==> src/rtl/uart_xcvr_param.sv <==
// uart_xcvr_param: parametrised full-duplex UART core, independent TX and RX serialisers on a common bit period.
// Define UART_PARITY_EN to add a parity bit (XOR(data)^PARITY_ODD) to both directions.
module uart_xcvr_param #(
   parameter int unsigned DATA_W       = 8,
   parameter int unsigned CLKS_PER_BIT = 16,
   parameter int unsigned STOP_BITS    = 1,
   parameter int unsigned PARITY_ODD   = 0
) (
   input  logic              clk,
   input  logic              rst_n,
   input  logic [DATA_W-1:0] tx_data,
   input  logic              tx_valid,
   output logic              tx_ready,
   output logic              txd,
   input  logic              rxd,
   output logic [DATA_W-1:0] rx_data,
   output logic              rx_valid,
   output logic              rx_parity_err,
   output logic              rx_frame_err
);

   localparam int unsigned CNT_W = $clog2(CLKS_PER_BIT * 2) + 1;
   localparam int unsigned IDX_W = $clog2(DATA_W + 1);
   localparam logic [CNT_W-1:0] BIT_LAST  = CNT_W'(CLKS_PER_BIT - 1);
   localparam logic [CNT_W-1:0] HALF_LAST = CNT_W'(CLKS_PER_BIT / 2 - 1);
   localparam logic [CNT_W-1:0] STOP_LAST = CNT_W'(STOP_BITS * CLKS_PER_BIT - 1);
   localparam logic [IDX_W-1:0] IDX_LAST  = IDX_W'(DATA_W - 1);

   if (DATA_W < 1 || DATA_W > 16 || CLKS_PER_BIT < 4 || (CLKS_PER_BIT % 2) != 0 ||
       STOP_BITS < 1 || STOP_BITS > 2 || PARITY_ODD > 1) begin : g_bad_param
      $error("uart_xcvr_param: illegal parameter combination");
   end

   typedef enum logic [2:0] {
      S_IDLE,
      S_START,
      S_DATA,
`ifdef UART_PARITY_EN
      S_PARITY,
`endif
      S_STOP
   } state_e;

`ifdef UART_PARITY_EN
   localparam logic   PAR_SENSE  = 1'(PARITY_ODD);
   localparam state_e AFTER_DATA = S_PARITY;
`else
   localparam state_e AFTER_DATA = S_STOP;
`endif

   // ---------------- TX ----------------
   state_e            tx_state_q, tx_state_d;
   logic [CNT_W-1:0]  tx_cnt_q,   tx_cnt_d;
   logic [IDX_W-1:0]  tx_idx_q,   tx_idx_d;
   logic [DATA_W-1:0] tx_sh_q,    tx_sh_d;
`ifdef UART_PARITY_EN
   logic              tx_par_q,   tx_par_d;
`endif

   always_ff @(posedge clk or negedge rst_n) begin
      if (!rst_n) begin
         tx_state_q <= S_IDLE;
         tx_cnt_q   <= '0;
         tx_idx_q   <= '0;
         tx_sh_q    <= '0;
`ifdef UART_PARITY_EN
         tx_par_q   <= 1'b0;
`endif
      end else begin
         tx_state_q <= tx_state_d;
         tx_cnt_q   <= tx_cnt_d;
         tx_idx_q   <= tx_idx_d;
         tx_sh_q    <= tx_sh_d;
`ifdef UART_PARITY_EN
         tx_par_q   <= tx_par_d;
`endif
      end
   end

   always_comb begin
      tx_state_d = tx_state_q;
      tx_cnt_d   = tx_cnt_q + 1'b1;
      tx_idx_d   = tx_idx_q;
      tx_sh_d    = tx_sh_q;
`ifdef UART_PARITY_EN
      tx_par_d   = tx_par_q;
`endif
      case (tx_state_q)
         S_IDLE: begin
            tx_cnt_d = '0;
            tx_idx_d = '0;
            if (tx_valid) begin
               tx_state_d = S_START;
               tx_sh_d    = tx_data;
`ifdef UART_PARITY_EN
               tx_par_d   = (^tx_data) ^ PAR_SENSE;
`endif
            end
         end
         S_START: if (tx_cnt_q == BIT_LAST) begin
            tx_state_d = S_DATA;
            tx_cnt_d   = '0;
         end
         S_DATA: if (tx_cnt_q == BIT_LAST) begin
            tx_cnt_d = '0;
            tx_sh_d  = tx_sh_q >> 1;
            tx_idx_d = tx_idx_q + 1'b1;
            if (tx_idx_q == IDX_LAST) tx_state_d = AFTER_DATA;
         end
`ifdef UART_PARITY_EN
         S_PARITY: if (tx_cnt_q == BIT_LAST) begin
            tx_state_d = S_STOP;
            tx_cnt_d   = '0;
         end
`endif
         S_STOP: if (tx_cnt_q == STOP_LAST) tx_state_d = S_IDLE;
         default: tx_state_d = S_IDLE;
      endcase
   end

   always_comb begin
      tx_ready = (tx_state_q == S_IDLE);
      case (tx_state_q)
         S_START:  txd = 1'b0;
         S_DATA:   txd = tx_sh_q[0];
`ifdef UART_PARITY_EN
         S_PARITY: txd = tx_par_q;
`endif
         default:  txd = 1'b1;
      endcase
   end

   // ---------------- RX ----------------
   logic [1:0]        rx_sync_q;
   logic              rx_s;
   state_e            rx_state_q, rx_state_d;
   logic [CNT_W-1:0]  rx_cnt_q,   rx_cnt_d;
   logic [IDX_W-1:0]  rx_idx_q,   rx_idx_d;
   logic [DATA_W-1:0] rx_sh_q,    rx_sh_d;
   logic [DATA_W-1:0] rx_data_q,  rx_data_d;
   logic              rx_valid_q, rx_valid_d;
   logic              rx_ferr_q,  rx_ferr_d;
`ifdef UART_PARITY_EN
   logic              rx_par_q,   rx_par_d;
   logic              rx_perr_q,  rx_perr_d;
`endif

   assign rx_s = rx_sync_q[1];

   always_ff @(posedge clk or negedge rst_n) begin
      if (!rst_n) begin
         rx_sync_q  <= '1;
         rx_state_q <= S_IDLE;
         rx_cnt_q   <= '0;
         rx_idx_q   <= '0;
         rx_sh_q    <= '0;
         rx_data_q  <= '0;
         rx_valid_q <= 1'b0;
         rx_ferr_q  <= 1'b0;
`ifdef UART_PARITY_EN
         rx_par_q   <= 1'b0;
         rx_perr_q  <= 1'b0;
`endif
      end else begin
         rx_sync_q  <= {rx_sync_q[0], rxd};
         rx_state_q <= rx_state_d;
         rx_cnt_q   <= rx_cnt_d;
         rx_idx_q   <= rx_idx_d;
         rx_sh_q    <= rx_sh_d;
         rx_data_q  <= rx_data_d;
         rx_valid_q <= rx_valid_d;
         rx_ferr_q  <= rx_ferr_d;
`ifdef UART_PARITY_EN
         rx_par_q   <= rx_par_d;
         rx_perr_q  <= rx_perr_d;
`endif
      end
   end

   // The start check lands half a bit in; every later sample is one full bit on, i.e. mid-bit.
   always_comb begin
      rx_state_d = rx_state_q;
      rx_cnt_d   = rx_cnt_q + 1'b1;
      rx_idx_d   = rx_idx_q;
      rx_sh_d    = rx_sh_q;
      rx_data_d  = rx_data_q;
      rx_valid_d = 1'b0;
      rx_ferr_d  = rx_ferr_q;
`ifdef UART_PARITY_EN
      rx_par_d   = rx_par_q;
      rx_perr_d  = rx_perr_q;
`endif
      case (rx_state_q)
         S_IDLE: begin
            rx_cnt_d = '0;
            rx_idx_d = '0;
            if (!rx_s) rx_state_d = S_START;
         end
         S_START: if (rx_cnt_q == HALF_LAST) begin
            rx_cnt_d   = '0;
            rx_state_d = rx_s ? S_IDLE : S_DATA;
         end
         S_DATA: if (rx_cnt_q == BIT_LAST) begin
            rx_cnt_d            = '0;
            rx_sh_d             = rx_sh_q >> 1;
            rx_sh_d[DATA_W-1]   = rx_s;
            rx_idx_d            = rx_idx_q + 1'b1;
            if (rx_idx_q == IDX_LAST) rx_state_d = AFTER_DATA;
         end
`ifdef UART_PARITY_EN
         S_PARITY: if (rx_cnt_q == BIT_LAST) begin
            rx_cnt_d   = '0;
            rx_par_d   = rx_s;
            rx_state_d = S_STOP;
         end
`endif
         S_STOP: if (rx_cnt_q == BIT_LAST) begin
            rx_data_d  = rx_sh_q;
            rx_valid_d = 1'b1;
            rx_ferr_d  = ~rx_s;
`ifdef UART_PARITY_EN
            rx_perr_d  = (^rx_sh_q) ^ PAR_SENSE ^ rx_par_q;
`endif
            rx_state_d = S_IDLE;
         end
         default: rx_state_d = S_IDLE;
      endcase
   end

   always_comb begin
      rx_data      = rx_data_q;
      rx_valid     = rx_valid_q;
      rx_frame_err = rx_ferr_q;
`ifdef UART_PARITY_EN
      rx_parity_err = rx_perr_q;
`else
      rx_parity_err = 1'b0;
`endif
   end

endmodule

==> config.mk <==
export PLATFORM = sky130hd
export DESIGN_NAME = uart_xcvr_param
export DESIGN_NICKNAME = d
export VERILOG_FILES = /design/src/rtl/uart_xcvr_param.sv
export SDC_FILE = /design/constraint.sdc
export NUM_CORES = 1
export LEC_CHECK = 0
export BUFFER_PORTS_ARGS = -buffer_cell sky130_fd_sc_hd__buf_2
export CAP_MARGIN = 30
export CORE_AREA = 2 2 102 85
export DETAILED_ROUTE_END_ITERATION = 8
export DIE_AREA = 0 0 104 87
export GPL_ROUTABILITY_DRIVEN = 0
export GPL_TIMING_DRIVEN = 0
export HOLD_SLACK_MARGIN = 0.03
export SLEW_MARGIN = 20
export SYNTH_ARGS = -nofsm -noshare
export SYNTH_HDL_FRONTEND = slang
export SYNTH_SLANG_ARGS = --single-unit
export TNS_END_PERCENT = 20
==> constraint.sdc <==
create_clock -name clk -period 2.8 [get_ports clk]
set_clock_uncertainty 0.2 [all_clocks]
set_input_delay 0.14 -clock clk [delete_from_list [all_inputs] [get_ports clk]]
set_output_delay 0.14 -clock clk [all_outputs]
set_load 0.03 [all_outputs]
==> summary.md <==
| Metric | Value |
|---|---|
| Fillcell total | `823` |
| Synthesized instance count | `between 200 and 250` |
| Distinct cells, synth | `43` |
| DR iter-0 viols | `80` |
| Crit-path cells | `inv_1 -> ha_1 -> clkbuf_1 -> clkbuf_2 -> nand2_1 -> o21ai_0 -> buf_2` |
| Die extent in y | `87 um` |
| Max Slew Vio Count | `0` |
| Hold Path End | `tx_sh_q[7]` |
| Worst Reg-to-Reg Cells | `7` |
| Worst VDD drop | `about 0.32 mV` |
| Sink Count | `52` |
| DRT Wirelength | `4690 um` |
| Crit-path max FO | `10` |
| Register area share after synthesis | `0.522` |
| Max Cap Violations | `0` |
| Max_slew headroom | `0.561` |
| CTS tree | `built` |
| WP buf/inv | `4` |
| Worst Tran Pin Value | `0.659 ns` |
| Crit path max-delay family | `buffers and inverters` |
| Die W | `between 100 and 150 um` |
| Initial core utilization | `0.308` |
| Fin crit share | `0.875` |
| Hold path depth | `4` |
| Leak pwr | `1.43 nW` |
| Critical path class | `flop to output port` |
| DPL Wire Length | `3230 um` |
| Final hold vios | `0` |
| Slowest-stage cell, CP | `dfrtp_1` |
| Post-CTS Setup Bufs | `0` |
| Worst-path clk slew | `0.09 ns` |
| Vias in the first global route | `between 1500 and 2000` |
| Reg2reg end | `tx_sh_q[0]` |
| Placed inst area | `0.00276 mm2` |
| Synth Area per Inst | `11.1 um2` |
| DR vias | `between 1500 and 2000` |
| Flop-to-flop setup slack | `around 0.55 ns` |
| GRT Total Usage | `0.107` |
| Core Area | `0.00811 mm2` |
| WP data arrival | `2.11 ns` |
| Setup crit start kind | `flop` |
| Max incr delay on CP | `0.44 ns` |
| Die area | `0.00905 mm2` |
| Num CTS Buffers | `5` |
| Yosys reg bits | `52` |
| Reg2reg start | `tx_state_q[0]` |
| Worst hold path class | `input pin to flop` |
| Hold_sp | `tx_data[7]` |
| Row Count | `30` |
| Root Buffer | `clkbuf_8` |
| P per Cell Area | `about 840 mW/mm2` |
| Antenna Diode Count | `0` |
| IO Pins | `25` |
| Final-report setup violation count | `0` |
| Required time worst endpoint | `2.46 ns` |
| Layout cells sized above 1 | `0.222` |
| IO Port Bufs | `23` |
| RSZ-0062 raised after global routing | `no` |
| Setup TNS | `0 ns` |
| Number of synthesis warnings | `0` |
| WHS | `0.0535 ns` |
| DR pass1 iterations | `4` |
| Mapped Area | `0.00250 mm2` |
| Drt drc | `0` |
| H-tree levels | `2` |
| Clk_lat worst skew | `approximately 0.30 ns` |
| Syn_nets | `247` |
| Crit. End Element | `output port` |
| First-pass GRT wire length | `~7900 um` |
| Nets | `286` |
| Via density | `4.73` |
| Status | `finished, final reports clean` |
| Max Buffers Root-to-Sink | `2` |
| F_max | `0.408 GHz` |
| Antenna-violating nets left | `0` |
| Total grt overflow | `0` |
| Tmin final | `between 2 and 2.5 ns` |
| Antenna violations before repair | `0` |
| Drt wl/cell | `about 12 um` |
| Pin count of the biggest net entering global routing | `53` |
| Post-Layout Inst Area | `0.00294 mm2` |
| Area growth, synth to finish | `17.8%` |
[tightest hold or removal path: stages]
cell       delay [ns]
buf_2            0.07
and3_1           0.14
a21oi_1          0.04
o2bb2ai_1        0.12
[cell type report]
type	count	area [um2]	area share
tap	112	140	0.0476
timing repair buffer	32	208	0.0706
inverter	7	26.3	0.00893
multi-input combinational	157	1110	0.379
buffer	10	55.1	0.0187
clock inverter	3	26.3	0.00893
sequential	52	1300	0.443
clock buffer	5	68.8	0.0234
[through the flow]
step / util / power [W] / worst slack [ns] / cells
after floorplan: - / 0.00181 / 0.672 / 226
final: 0.363 / 0.00248 / 0.351 / 378
after global placement: 0.340 / 0.00203 / 0.550 / 361
after detailed placement: 0.340 / 0.00205 / 0.533 / 361
after global routing: 0.363 / 0.00268 / 0.146 / 378
after CTS: 0.363 / 0.00251 / 0.184 / 378
[synth_stat cells (all sizes together)]
master | number | area, um2
buf | 4 | 31.3
o32ai | 1 | 8.76
nand4bb | 1 | 11.3
a22o | 1 | 8.76
o21ai | 12 | 60.1
and4bb | 1 | 16.3
or2 | 1 | 6.26
mux2 | 18 | 233
a22oi | 1 | 7.51
dfrtp | 50 | 1250
and2 | 2 | 12.5
conb | 1 | 3.75
mux2i | 4 | 40.0
and4b | 1 | 10.0
nand3b | 1 | 7.51
nor3 | 3 | 15.0
o2bb2ai | 1 | 8.76
xnor2 | 4 | 35.0
nor2b | 1 | 6.26
a21o | 2 | 15.0
nor2 | 18 | 67.6
o22ai | 14 | 87.6
clkbuf | 6 | 22.5
nand4 | 3 | 18.8
or3 | 2 | 12.5
and3 | 5 | 31.3
nor3b | 3 | 22.5
nand2 | 14 | 55.1
ha | 9 | 113
nor4b | 1 | 8.76
nand2b | 3 | 18.8
o32a | 1 | 10.0
o211ai | 1 | 7.51
nand3 | 8 | 40.0
inv | 7 | 26.3
xor2 | 5 | 43.8
dfstp | 2 | 52.6
a21oi | 13 | 65.1
a31oi | 1 | 6.26
[placed cells by master, fill, tap and decap left out, drive strengths merged, types with 4 or more instances in the layout]
master / count
nand2: 14
nand3: 8
ha: 9
clkbuf: 11
mux2: 18
a21oi: 13
o22ai: 14
nor2: 18
mux2i: 4
dfrtp: 50
and3: 5
o21ai: 12
xor2: 5
inv: 9
xnor2: 4
buf: 27
dlygate4sd3: 9
[worst max path at each step]
stage | cells after the start | startpoint | slack, ns | end
floorplan | 7 | tx_state_q[0] | 0.67 | tx_sh_q[0]
global placement | 7 | tx_state_q[0] | 0.55 | txd
detailed placement | 7 | tx_state_q[0] | 0.53 | txd
CTS | 7 | tx_state_q[0] | 0.18 | txd
global route | 7 | tx_state_q[0] | 0.15 | txd
finish | 7 | tx_state_q[0] | 0.35 | txd
[registers in the layout, summed over array words and instances, names as in the netlist]
register and count:
rx_frame_err 1, rx_idx_q 4, tx_state_q 2, rx_sync_q 2
rx_data 8, tx_sh_q 8, tx_idx_q 4, rx_state_q 2
rx_sh_q 8, tx_cnt_q 6, rx_cnt_q 6, rx_valid 1
[cell families (layout without fill, tap and decap cells)]
group | count (synthesis) | in the layout | share of synthesized area
multiplexers | 22 | 22 | 0.109
XOR/XNOR | 9 | 9 | 0.0316
adder cells (fa/ha/maj) | 9 | 9 | 0.0451
other | 1 | 1 | 0.00150
flip-flops | 52 | 52 | 0.522
buffers and inverters | 17 | 57 | 0.0321
AO/OA/AOI/OAI | 48 | 48 | 0.114
AND/OR/NAND/NOR | 68 | 68 | 0.144
[report_power, final]
group / internal (W) / switching (W) / leakage [nW] / total [W]
Sequential: 0.000927 / 0.000141 / 0.678 / 0.00107
Combinational: 0.000405 / 0.000571 / 0.703 / 0.000977
Clock: 0.000184 / 0.000253 / 0.0491 / 0.000437
Total: 0.00152 / 0.000965 / 1.43 / 0.00248
[repair_timing]
| action | CTS | global route |
|---|---|---|
| hold endpoints to repair | 58 | 0 |
| hold buffers | 9 | 0 |
| setup endpoints to repair | 0 | 1 |
| resized for setup | 0 | 2 |
[routing by layer]
layer	wire (um)	global-route usage	up-vias
met4	31	0.0295	0
met1	2380	0.150	874
met2	2070	0.163	33
li1	-	-	878
met5	0	0	-
met3	198	0.0314	2
Power figures use the tool's default switching activity.
